===== src/rtl/img_pkg.sv =====
// Shared definitions for the image frame pipeline: state encoding, operation codes, width helpers.
package img_pkg;

   typedef enum logic [1:0] {
      ST_IDLE   = 2'd0,
      ST_LINE   = 2'd1,
      ST_HBLANK = 2'd2,
      ST_VBLANK = 2'd3
   } state_t;

   localparam logic [1:0] OP_PASS   = 2'd0;
   localparam logic [1:0] OP_BRIGHT = 2'd1;
   localparam logic [1:0] OP_GRAY   = 2'd2;
   localparam logic [1:0] OP_THRESH = 2'd3;

   // Bits needed to index 0..n-1, never less than one.
   function automatic int idx_w(input int n);
      return (n < 2) ? 1 : $clog2(n);
   endfunction

   function automatic int addr_w(input int w, input int h);
      return idx_w(w * h);
   endfunction

endpackage


===== src/rtl/img_pos_counter.sv =====
// Raster position tracker (col/row/linear address); updates one cycle after en, clr wins over en.
// No backpressure of its own: the owner gates en with its transfer handshake.
module img_pos_counter
   import img_pkg::*;
#(
   parameter int WIDTH  = 768,
   parameter int HEIGHT = 512,
   parameter int ADDR_W = 19,
   parameter int COL_W  = idx_w(WIDTH),
   parameter int ROW_W  = idx_w(HEIGHT)
)(
   input  logic              HCLK,
   input  logic              HRESETn,
   input  logic              clr,
   input  logic              en,
   output logic [COL_W-1:0]  col,
   output logic [ROW_W-1:0]  row,
   output logic [ADDR_W-1:0] rd_addr,
   output logic              col_last,
   output logic              frame_last
);

   localparam logic [COL_W-1:0] COL_LAST = COL_W'(WIDTH - 1);
   localparam logic [ROW_W-1:0] ROW_LAST = ROW_W'(HEIGHT - 1);

   logic row_last;

   assign col_last   = (col == COL_LAST);
   assign row_last   = (row == ROW_LAST);
   assign frame_last = col_last && row_last;

   // The address is a running count, so no row*WIDTH product is ever formed.
   always_ff @(posedge HCLK or negedge HRESETn) begin
      if (!HRESETn) begin
         col     <= '0;
         row     <= '0;
         rd_addr <= '0;
      end else if (clr) begin
         col     <= '0;
         row     <= '0;
         rd_addr <= '0;
      end else if (en) begin
         if (frame_last) begin
            col     <= '0;
            row     <= '0;
            rd_addr <= '0;
         end else if (col_last) begin
            col     <= '0;
            row     <= row + 1'b1;
            rd_addr <= rd_addr + 1'b1;
         end else begin
            col     <= col + 1'b1;
            rd_addr <= rd_addr + 1'b1;
         end
      end
   end

endmodule


===== src/rtl/img_frame_sequencer.sv =====
// Frame timing controller: pixel address, HSYNC/VSYNC envelopes and blanking; first pixel one cycle after start.
// out_ready low freezes position and qualifiers in LINE; blanking counters run regardless.
module img_frame_sequencer
   import img_pkg::*;
#(
   parameter int WIDTH  = 768,
   parameter int HEIGHT = 512,
   parameter int HBLANK = 16,
   parameter int VBLANK = 64,
   parameter int ADDR_W = 19
)(
   input  logic              HCLK,
   input  logic              HRESETn,
   input  logic              start,
   input  logic              abort,
   input  logic [7:0]        num_frames,
   input  logic [1:0]        op_sel_in,
   input  logic              out_ready,
   output logic [ADDR_W-1:0] rd_addr,
   output logic              pix_valid,
   output logic              HSYNC,
   output logic              VSYNC,
   output logic              sof,
   output logic              eol,
   output logic              eof,
   output logic [1:0]        op_sel,
   output logic              busy,
   output logic              frame_done,
   output logic [7:0]        frame_cnt
);

   localparam int COL_W = idx_w(WIDTH);
   localparam int ROW_W = idx_w(HEIGHT);
   localparam int BMAX  = (HBLANK > VBLANK) ? HBLANK : VBLANK;
   localparam int BW    = idx_w(BMAX);
   localparam logic [BW-1:0] HB_LAST = BW'((HBLANK > 0) ? HBLANK - 1 : 0);
   localparam logic [BW-1:0] VB_LAST = BW'((VBLANK > 0) ? VBLANK - 1 : 0);

   state_t            state, state_nxt;
   logic [BW-1:0]     blank_cnt, blank_cnt_nxt;
   logic [7:0]        num_frames_q;
   logic [7:0]        frame_cnt_inc;
   logic [COL_W-1:0]  col;
   logic [ROW_W-1:0]  row;
   logic              col_last, frame_last;
   logic              pos_en, pos_clr, op_ld, run_ld, frame_inc, done_nxt;

   img_pos_counter #(
      .WIDTH  (WIDTH),
      .HEIGHT (HEIGHT),
      .ADDR_W (ADDR_W),
      .COL_W  (COL_W),
      .ROW_W  (ROW_W)
   ) u_pos (
      .HCLK       (HCLK),
      .HRESETn    (HRESETn),
      .clr        (pos_clr),
      .en         (pos_en),
      .col        (col),
      .row        (row),
      .rd_addr    (rd_addr),
      .col_last   (col_last),
      .frame_last (frame_last)
   );

   // Qualifiers come from registered state only, so out_ready never reaches them.
   assign pix_valid     = (state == ST_LINE);
   assign HSYNC         = pix_valid;
   assign VSYNC         = (state == ST_LINE) || (state == ST_HBLANK);
   assign busy          = (state != ST_IDLE);
   assign sof           = pix_valid && (col == '0) && (row == '0);
   assign eol           = pix_valid && col_last;
   assign eof           = pix_valid && frame_last;
   assign frame_cnt_inc = frame_cnt + 8'd1;

   always_ff @(posedge HCLK or negedge HRESETn) begin
      if (!HRESETn) begin
         state        <= ST_IDLE;
         blank_cnt    <= '0;
         num_frames_q <= '0;
         frame_cnt    <= '0;
         op_sel       <= '0;
         frame_done   <= 1'b0;
      end else begin
         state      <= state_nxt;
         blank_cnt  <= blank_cnt_nxt;
         frame_done <= done_nxt;
         if (run_ld) begin
            num_frames_q <= num_frames;
            frame_cnt    <= '0;
         end else if (frame_inc) begin
            frame_cnt <= frame_cnt_inc;
         end
         if (op_ld)
            op_sel <= op_sel_in;
      end
   end

   always_comb begin
      state_nxt     = state;
      blank_cnt_nxt = blank_cnt;
      pos_en        = 1'b0;
      pos_clr       = 1'b0;
      op_ld         = 1'b0;
      run_ld        = 1'b0;
      frame_inc     = 1'b0;
      done_nxt      = 1'b0;

      case (state)
         ST_IDLE: begin
            if (start) begin
               state_nxt = ST_LINE;
               pos_clr   = 1'b1;
               op_ld     = 1'b1;
               run_ld    = 1'b1;
            end
         end
         ST_LINE: begin
            if (out_ready) begin
               pos_en = 1'b1;
               if (frame_last) begin
                  frame_inc = 1'b1;
                  done_nxt  = 1'b1;
                  if ((num_frames_q != 8'd0) && (frame_cnt_inc == num_frames_q)) begin
                     state_nxt = ST_IDLE;
                  end else if (VBLANK == 0) begin
                     op_ld   = 1'b1;
                     pos_clr = 1'b1;
                  end else begin
                     state_nxt     = ST_VBLANK;
                     blank_cnt_nxt = '0;
                  end
               end else if (col_last && (HBLANK != 0)) begin
                  state_nxt     = ST_HBLANK;
                  blank_cnt_nxt = '0;
               end
            end
         end
         ST_HBLANK: begin
            if (blank_cnt == HB_LAST)
               state_nxt = ST_LINE;
            else
               blank_cnt_nxt = blank_cnt + 1'b1;
         end
         ST_VBLANK: begin
            if (blank_cnt == VB_LAST) begin
               state_nxt = ST_LINE;
               op_ld     = 1'b1;
               pos_clr   = 1'b1;
            end else begin
               blank_cnt_nxt = blank_cnt + 1'b1;
            end
         end
         default: state_nxt = ST_IDLE;
      endcase

      // Abort overrides everything, including a same-cycle start or frame end.
      if (abort) begin
         state_nxt     = ST_IDLE;
         blank_cnt_nxt = '0;
         pos_en        = 1'b0;
         pos_clr       = 1'b1;
         op_ld         = 1'b0;
         run_ld        = 1'b0;
         frame_inc     = 1'b0;
         done_nxt      = 1'b0;
      end
   end

endmodule


===== config.mk =====
export PLATFORM = sky130hd
export DESIGN_NAME = img_frame_sequencer
export DESIGN_NICKNAME = d
export VERILOG_FILES = /design/src/rtl/img_pkg.sv /design/src/rtl/img_pos_counter.sv /design/src/rtl/img_frame_sequencer.sv
export SDC_FILE = /design/constraint.sdc
export NUM_CORES = 1
export LEC_CHECK = 0
export ABC_AREA = 1
export BUFFER_PORTS_ARGS = -buffer_cell sky130_fd_sc_hd__buf_2
export CAP_MARGIN = 20
export CORE_MARGIN = 5
export CORE_UTILIZATION = 30
export CTS_BUF_LIST = sky130_fd_sc_hd__clkbuf_2 sky130_fd_sc_hd__clkbuf_4 sky130_fd_sc_hd__clkbuf_8
export CTS_CLUSTER_DIAMETER = 30
export CTS_CLUSTER_SIZE = 20
export DETAILED_ROUTE_END_ITERATION = 6
export PLACE_DENSITY = 0.44
export SETUP_SLACK_MARGIN = 0.4
export SYNTH_ARGS = -nofsm -noshare
export SYNTH_HDL_FRONTEND = slang
export SYNTH_HIERARCHICAL = 1
export SYNTH_SLANG_ARGS = --single-unit

===== constraint.sdc =====
create_clock -name HCLK -period 3.5 [get_ports HCLK]
set_clock_uncertainty 0.1 [all_clocks]
set_input_delay 0.525 -clock HCLK [delete_from_list [all_inputs] [get_ports HCLK]]
set_output_delay 0.525 -clock HCLK [all_outputs]
set_load 0.005 [all_outputs]

======== Word-level counts from Yosys, hierarchy flattened ========
Cells that the tools add are included.
cells by class
  add/sub/neg operators ................... 5
  equality and inequality tests ........... 16
  mux-type cells .......................... 44
  reduce and logical (&&, ||, !) cells .... 19
operators by type and width
  kind                                                              number
  19-bit two-way mux                                                3
  6-bit two-way mux                                                 7
  10-bit two-way mux                                                4
  9-bit two-way mux                                                 4
  19-bit by 1-bit adder with 19-bit output (second input constant)  1
  6-bit case mux with 3 select lines                                1
  2-bit two-way mux                                                 8
  8-bit two-way mux                                                 2
  3-bit inequality test (second input constant)                     5
  1-bit two-way mux                                                 13
  10-bit by 1-bit adder with 10-bit output (second input constant)  1
  10-bit == test (second input constant)                            1
  10-bit logical NOT                                                1
  9-bit by 1-bit adder with 9-bit output (second input constant)    1
  9-bit == test (second input constant)                             1
  9-bit logical NOT                                                 1
  8-bit by 1-bit adder with 8-bit output (second input constant)    1
  8-bit == test                                                     1
  2-bit case mux with 4 select lines                                1
  8-bit nonzero test                                                1
  6-bit by 1-bit adder with 6-bit output (second input constant)    1
  6-bit by 4-bit == test with 1-bit output (second input constant)  1
  6-bit == test (second input constant)                             1
  1-bit logical AND                                                 6
  14 further kinds                                                  17
word-level totals
  flip-flop bits (word level) ............. 65
  bits of input ports ..................... 15
  output and inout port bits .............. 37
  logic and storage cells ................. 93

======== Longest topological paths before layout ========
Gate-level depths: netlist (run 1).
  word-level depth ........................ 8
  depth in mapped cells ................... 15
  gate-level depth less buffers ........... 15

======== By module ========
Netlist (run 1), hierarchy kept.
modules (own cells, without submodules)
  module               instances  cells an instance  area each (um^2)
  img_pos_counter      1          292                2224.6
  img_frame_sequencer  1          239                1742.9

======== Worst setup path before layout (run 1) ========
Ideal clock, no wire load.
  kind .................................... register to register
  start ................................... register u_pos.row[1]
  end ..................................... register blank_cnt[2]
  arrival ................................. 2.285 ns
  slack ................................... 0.998 ns
  cell stages (with the launch flop) ...... 15
  clock period less this slack ............ 2.502 ns
  cells stage by stage .................... dfrtp_1 ha_1 nand3_1 nor2_1 nand2_1 nor2_1 ha_1 nand4_4 inv_1 o21ai_0 nand2_1 a21boi_1 nand2_4 nand2_1 nand2_1
on the way
  cells in the longest elaborated chain, start to end .. 6
  elaborated cells on any way between the ends .. 9
  those cells by class .................... eq/ne: 3; mux: 4; reduce/logical: 2
RTL lines
  what                                RTL line                    text
  from (decl)                         img_pos_counter.sv:17       output logic [ROW_W-1:0] row,
  from (signal assigned)              img_pos_counter.sv:49       row <= row + 1'b1;
  9-bit == test *                     img_pos_counter.sv:29       assign row_last = (row == ROW_LAST);
  1-bit logical AND *                 img_pos_counter.sv:30       assign frame_last = col_last && row_last;
  net frame_last                      img_frame_sequencer.sv:45   logic col_last, frame_last;
  6-bit two-way mux                   img_frame_sequencer.sv:121  if (frame_last) begin
  6-bit two-way mux                   img_frame_sequencer.sv:119  if (out_ready) begin
  6-bit case mux with 3 select lines  img_frame_sequencer.sv:109  case (state)
  6-bit two-way mux                   img_frame_sequencer.sv:158  if (abort) begin
  to (signal assigned)                img_frame_sequencer.sv:86   blank_cnt <= blank_cnt_nxt;
  to (decl)                           img_frame_sequencer.sv:40   logic [BW-1:0] blank_cnt, blank_cnt_nxt;
Mark *: on every way through the listed nets, which the timed path passes. The rest lies on a longest branch. The select of a mux whose other input is x is not followed.
A chain may end at the register's enable or synchronous reset.

======== Worst setup path after layout (run 1) ========
  start ................................... register state[1]
  end ..................................... output port sof
on the way
  cells in the longest elaborated chain, start to end .. 3
RTL lines
  what                                      RTL line                   text
  from (decl)                               img_frame_sequencer.sv:39  state_t state, state_nxt;
  from (signal assigned)                    img_frame_sequencer.sv:85  state <= state_nxt;
  2-bit by 1-bit == test with 1-bit output  img_frame_sequencer.sv:67  assign pix_valid = (state == ST_LINE);
  1-bit logical AND (2 in series)           img_frame_sequencer.sv:71  assign sof = pix_valid && (col == '0) && (row == '0);
  to (decl)                                 img_frame_sequencer.sv:23  output logic sof,
Every way passes these cells.

==> run summary, run 1 <==
Synth-to-Final Area Change = 17.8%
Clock buffer depth = 2
Core Area = 13100 µm²
CP cell instances = inv_1 > ha_2 > inv_1 > nor4_1 > nand2_1 > nor4_1 > buf_2
Mean area per synthesized cell = 7.47 µm²
Crit Path Class = register to primary output
Overflow after GRT = 0
Gr usage total = 13.3%
Slowest library cell on the worst path = dfrtp_1
Vias in the first global route = 3451
Worst slew pin tran = 0.683 ns
Final WS setup = 0.678 ns
Buffers and inverters on the worst path = 3
Routed wire length = 9920 µm
Final Max Slew Viols = 0
Post-route insts no fill = 775
Fin. Hold Viols = 0
Leak pwr = 2.32 nW
IO buf count = 51
Post-synthesis cell type count = 42
Commonest non-fill, non-tap cell in the layout = nand2_1
Drt pass-1 iters = 4
Clock root buffer master = clkbuf_8
Max incr delay on CP = 0.42 ns
Post-synth top flop = dfrtp_1
Post-place setup slack = 0.518 ns
Gate count after technology mapping = 531
Initial antenna violation count = 0
Slew margin rel. = 54.5%
Crit path max-delay family = simple AND/OR/NAND/NOR gates
N_diodes = 0
CTS tree = yes
Clock latency on the worst-skew pair = 0.36 ns
Die H = 125 µm
Status = finished clean
Num CTS Buffers = 9
Routed len/inst = 12.8 µm
Worst setup EP type = primary output
I/O pins = 52
Post-DRT Antenna Nets = 0
CP arrival = 2.20 ns
Cell Pwr Density = 491 nW/µm²
Synth Register Bits = 65
Fraction of layout cells with a size suffix above 1 = 19.9%
Final setup vio count = 0
Die Wd = 125 µm
Mapped Area = 3970 µm²
Largest net degree at the start of global routing = 29
Iter 0 DRT Violations = 216
FP Rows = 42
YS warnings = 6
Fin crit period = 2.82 ns
Fin util = 35.7%
Initial core utilization = 30.3%
Most frequent cells in the layout = nand2_1 (142), inv_1 (68), dfrtp_1 (65), nor2_1 (62), buf_2 (51)
Worst EP required = 2.87 ns
Full die area = 15600 µm²
Worst-path maximum fanout = 7
Setup repair after global routing missed its margin = no
Type of the worst min-delay path = input pin to asynchronous set/reset pin
Residual DRC = 0
Final HPWL DP = 7450 µm
Max Fclk = 354 MHz
Period utilization = 80.6%
Syn_nets = 556
Sequential cell area fraction in the yosys report = 41.0%
CTS H-tree depth = 3
Overall via count from detail_route = 3549
Setup TNS = 0 ns
Clock sinks = 65
Nets = 619
Peak supply drop = 139 µV
Post-synth ARST share = 100%
Reg clk slew, reported paths = 0.08 ns
First-pass GRT wire length = 17000 µm
Worst setup SP type = register
Inst Count DP = 756
Via-to-Cell Ratio = 4.58
GP Congestion = 0.846
Post-synth EDFFs = 0
Max cap viols = 0
## sequential cells by signal (all words and copies together) (netlist names)
| signal | count |
|---|---|
| frame_done | 1 |
| u_pos/rd_addr | 19 |
| op_sel | 2 |
| u_pos/row | 9 |
| num_frames_q | 8 |
| state | 2 |
| frame_cnt | 8 |
| blank_cnt | 6 |
| u_pos/col | 10 |
## per-stage QoR
| stage | total power [mW] | hold WS (ns) | area, µm² |
|---|---|---|---|
| after global placement | 1.61 | 0.369 | 4430 |
| after floorplan | 1.40 | 0.129 | 3970 |
| after global routing | 2.48 | 0.147 | 4670 |
| after detailed placement | 1.60 | 0.362 | 4430 |
| final | 2.30 | 0.107 | 4670 |
| after CTS | 2.33 | 0.116 | 4640 |
## power breakdown
group / internal (mW) / total (mW) / switching (mW)
logic: 0.227 / 0.689 / 0.461
registers: 0.836 / 0.896 / 0.0609
clock network: 0.403 / 0.711 / 0.308
total: 1.47 / 2.30 / 0.831
## synth_stat cells (2+ instances only)
library cell	n	area, µm²
nor3_1	10	50.1
nand3_1	47	235
or4_1	3	22.5
a21oi_1	9	45.0
o21ai_0	21	105
o21bai_1	2	15.0
o21ai_1	5	25.0
nor2_1	62	233
nor3_2	2	20.0
o22ai_1	6	37.5
o21ai_2	3	26.3
nor4_1	3	18.8
ha_1	10	125
nand2_2	10	62.6
nand4_1	12	75.1
dfrtp_1	65	1630
inv_1	69	259
xnor2_1	3	26.3
nand2_4	5	56.3
nor2_4	4	45.0
nand4_4	2	42.5
nor2_2	5	31.3
xor2_1	9	78.8
buf_6	2	22.5
inv_2	3	11.3
nand2_1	142	533
mux2_2	2	22.5
## path summary, 6_finish.rpt
check,start,endpoint,slack [ns],depth (start not counted)
setup / recovery,state[1],sof,0.68,7
hold / removal,HRESETn,blank_cnt[0],0.11,1
setup reg to reg,blank_cnt[0],u_pos/rd_addr[15],0.78,14
hold reg to reg,blank_cnt[5],blank_cnt[5],0.38,2
max in group asynchronous,HRESETn,u_pos/rd_addr[2],2.45,2
min in group HCLK,num_frames[6],num_frames_q[6],0.28,3
## per-layer routing
metal | up-vias | GRT usage [%] | share of wire, %
met1 | 1630 | 18.5 | 50
met2 | 67 | 19.8 | 44
met4 | 0 | 5.42 | 1.7
met5 | - | 0 | 0
li1 | 1838 | - | -
met3 | 14 | 3.24 | 4.2
## what timing repair did
item | 4_1_cts | 5_1_grt
resized for setup | 0 | 3
setup buffers | 0 | 3
endpoints found under the setup margin | 0 | 8
hold buffers | 0 | 0
## logic make-up (layout without fill, tap and decap cells)
| logic type | after synthesis | in the layout | share of synthesized area [%] |
|---|---|---|---|
| adder cells (fa/ha/maj) | 10 | 10 | 3.15 |
| multiplexers | 2 | 2 | 0.568 |
| XOR/XNOR | 12 | 12 | 2.65 |
| AND/OR/NAND/NOR | 313 | 313 | 37.3 |
| flip-flops | 65 | 65 | 41.0 |
| buffers and inverters | 79 | 147 | 8.07 |
| AO/OA/AOI/OAI | 50 | 50 | 7.22 |
## final cells by class
class,instances,area [µm²]
fill,1398,8410
multi-input combinational,387,2030
sequential,65,1630
timing repair buffer,57,300
inverter,74,285
tap,176,220
clock buffer,14,180
clock inverter,2,35.0
No activity file was read; power rests on OpenSTA's default activity.
==> run 2, diff against run 1 <==
--- a/config.mk
+++ b/config.mk
@@ -5,7 +5,7 @@
 export SDC_FILE = /design/constraint.sdc
 export NUM_CORES = 1
 export LEC_CHECK = 0
-export ABC_AREA = 1
+export ABC_AREA = 0
 export BUFFER_PORTS_ARGS = -buffer_cell sky130_fd_sc_hd__buf_2
 export CAP_MARGIN = 20
 export CORE_MARGIN = 5
==> constraint.sdc (replaced) <==
create_clock -name HCLK -period 2.94 [get_ports HCLK]
set_clock_uncertainty 0.1 [all_clocks]
set_input_delay 0.441 -clock HCLK [delete_from_list [all_inputs] [get_ports HCLK]]
set_output_delay 0.441 -clock HCLK [all_outputs]
set_load 0.005 [all_outputs]
==> run summary, run 2 <==
Worst r2r path cells = 15 (+1)
Post-synth EDFFs = 0 (unchanged)
YS warnings = 6 (unchanged)
Fraction of layout cells with a size suffix above 1 = 37.8% (+18 points)
Num CTS Buffers = 9 (unchanged)
Slew margin rel. = 49.0% (-5.5 points)
Largest net degree at the start of global routing = 42 (+45%)
Largest area contributor in the netlist = dfrtp_1
Post-synth top flop = dfrtp_1
Gate count after technology mapping = 394 (-26%)
Commonest non-fill, non-tap cell in the layout = dfrtp_1
Fin. Hold Viols = 0 (unchanged)
Overflow after GRT = 0 (unchanged)
Most frequent cells in the layout = dfrtp_1 (62), buf_2 (51), nor2_1 (30), nand2_1 (25), buf_4 (24)
Final WS setup = 0.147 ns (-0.532 ns)
Worst R2R Setup Slack = 0.15 ns (-0.63 ns)
GP Congestion = 0.769 (-9.1%)
Synth-to-Final Area Change = 33.1%
Mapped Area = 3750 µm² (-5.5%)
Nets = 501 (-19%)
Syn_nets = 419 (-25%)
Synth Register Bits = 65 (unchanged)
Most numerous cell in the Yosys netlist = dfrtp_1
First-pass GRT wire length = 16100 µm (-5.5%)
Setup repair after global routing missed its margin = yes
Die H = 122 µm (-2.5%)
Fin crit period = 2.79 ns
Residual DRC = 0 (unchanged)
Gr usage total = 13.6% (+0.36 points)
Commonest cells in the netlist = dfrtp_1 (65), nor2_1 (44), nand2_1 (31)
Hold path cells = 3
Final setup vio count = 0 (unchanged)
Period utilization = 95.0%
Vias in the first global route = 3236 (-6.2%)
Via-to-Cell Ratio = 5.01 (+9.4%)
Initial core utilization = 31.0% (+0.65 points)
Max Fclk = 358 MHz
N_diodes = 0 (unchanged)
Cell Pwr Density = 582 nW/µm² (+18%)
Top cells by area, synth = dfrtp_1 (43%), xor2_1 (4.4%), nor2_1 (4.4%)
Post-DRT Antenna Nets = 0 (unchanged)
Post-synthesis cell type count = 60 (+43%)
Type of the worst min-delay path = input pin to register
Routed len/inst = 15.2 µm (+19%)
Clock sinks = 65 (unchanged)
Worst-path maximum fanout = 5 (-2)
Overall via count from detail_route = 3251 (-8.4%)
Hold wc startpoint = num_frames[5]
Leak pwr = 2.17 nW (-6.4%)
Iter 0 DRT Violations = 138 (-36%)
Full die area = 14800 µm² (-5.0%)
CTS H-tree depth = 3 (unchanged)
I/O pins = 52 (unchanged)
Largest Register = u_pos/rd_addr
Worst EP required = 3.09 ns (+0.22 ns)
CTS tree = yes
Post-place setup slack = 0.0544 ns (-0.463 ns)
Worst slew pin tran = 0.763 ns (+0.0803 ns)
Clock latency on the worst-skew pair = 0.35 ns (about the same)
Clock buffer depth = 2 (unchanged)
Routed wire length = 9860 µm (-0.70%)
Drt pass-1 iters = 4 (unchanged)
IO buf count = 51 (unchanged)
Post-route insts no fill = 649 (-16%)
Largest regs = u_pos/rd_addr x19, u_pos/col x10, u_pos/row x9
Sequential cell area fraction in the yosys report = 43.4% (+2.4 points)
Status = finished clean
FP Rows = 40 (-4.8%)
Worst setup SP type = register
Clock root buffer master = clkbuf_8
Core Area = 12100 µm² (-7.4%)
Worst setup EP type = register
Critical path origin = u_pos/row[0]
Max cap viols = 0 (unchanged)
Final Max Slew Viols = 0 (unchanged)
Mean area per synthesized cell = 9.52 µm² (+27%)
CP arrival = 2.94 ns (+0.74 ns)
Post-synth ARST share = 100% (unchanged)
Yosys top cell area share = 43.4% (+2.4 points)
Worst r2r src = u_pos/row[0]
FILL cells = 1229 (-12%)
Max reg flops = 19 (unchanged)
Inst Count DP = 617 (-18%)
Die Wd = 122 µm (-2.5%)
Reg clk slew, reported paths = 0.07 ns (about the same)
Crit Path Class = register to register
Initial antenna violation count = 0 (unchanged)
Final HPWL DP = 6870 µm (-7.8%)
Peak supply drop = 213 µV (+53%)
run 2: cell count changes in the layout (fill, tap and decap cells not counted), moves of 8 or more:
cell,before,now
xor2_1,9,18
o21ai_0,21,7
xnor2_1,3,17
inv_1,68,11
nor2_4,4,12
nand3_1,47,22
buf_4,6,24
nand2_1,142,25
nor2_1,62,30
run 2: per-layer routing:
metal | track usage, % | up-vias | share of wire, %
met2 | 22.3 | 58 | 47
met3 | 4.60 | 17 | 4.7
met1 | 17.4 | 1591 | 46
li1 | - | 1585 | -
met4 | 3.57 | 0 | 1.9
met5 | 0 | - | 0
run 2: stage by stage:
step	hold slack [ns]	setup TNS, ns	instance area (µm²)	power [mW]	utilization, %
after floorplan	0.0454	0	3810	1.58	-
after global placement	0.388	0	4340	1.83	35.9
after detailed placement	0.393	0	4340	1.84	35.9
after CTS	0.162	0	4700	2.82	38.8
after global routing	0.197	-0.0685	4990	3.08	41.2
final	0.184	0	4990	2.90	41.2
run 2: worst max-delay path: stages (launching register included):
cell and delay [ns]:
dfrtp_1 0.36, ha_2 0.18, and3_4 0.18, and3_4 0.18
and3_4 0.19, ha_4 0.13, nand2_4 0.06, nor4_4 0.17
nand2_1 0.11, nor2_1 0.10, nand4_1 0.10, a211o_2 0.37
o21ai_4 0.20, buf_6 0.15, o21ai_2 0.05, o41ai_1 0.07
run 2: layout make-up:
cell class                      instances  area, µm²  share of cell area, %
Multi-Input combinational cell        303       2320                   46.4
Sequential cell                        65       1630                   32.7
Timing Repair Buffer                   84        567                   11.4
Clock buffer                           10        131                   2.63
Clock inverter                          6       82.6                   1.65
Tap cell                              168        210                   4.21
Inverter                               13       52.6                   1.05
run 2: what timing repair did:
item,4_1_cts,5_1_grt
pin swaps,9,18
hold endpoints to repair,1,0
cloned,0,1
buffers inserted,9,5
setup endpoints to repair,41,39
hold buffers,1,0
gates resized for setup,17,61
run 2: logic make-up after synthesis:
group	after synthesis	synth area share, %
AOI/OAI and AO/OA	68	12.6
muxes	12	3.50
xor gates and xnor gates	37	8.64
adders and majority gates	10	3.34
and+or+nand+nor	176	25.4
buffers and inverters	26	3.17
DFF	65	43.4
run 2: where the power goes:
group | total, mW | switching (mW) | leakage, nW | internal (mW)
Clock | 0.854 | 0.372 | 0.109 | 0.483
Combinational | 0.966 | 0.516 | 1.18 | 0.449
Sequential | 1.08 | 0.103 | 0.881 | 0.982
run 2: worst paths after layout:
kind | endpoint
hold / removal | num_frames_q[5]
setup / recovery | blank_cnt[4]
max in group asynchronous | u_pos/col[1]
min in group asynchronous | frame_cnt[2]
setup reg to reg | blank_cnt[4]
hold reg to reg | op_sel[1]
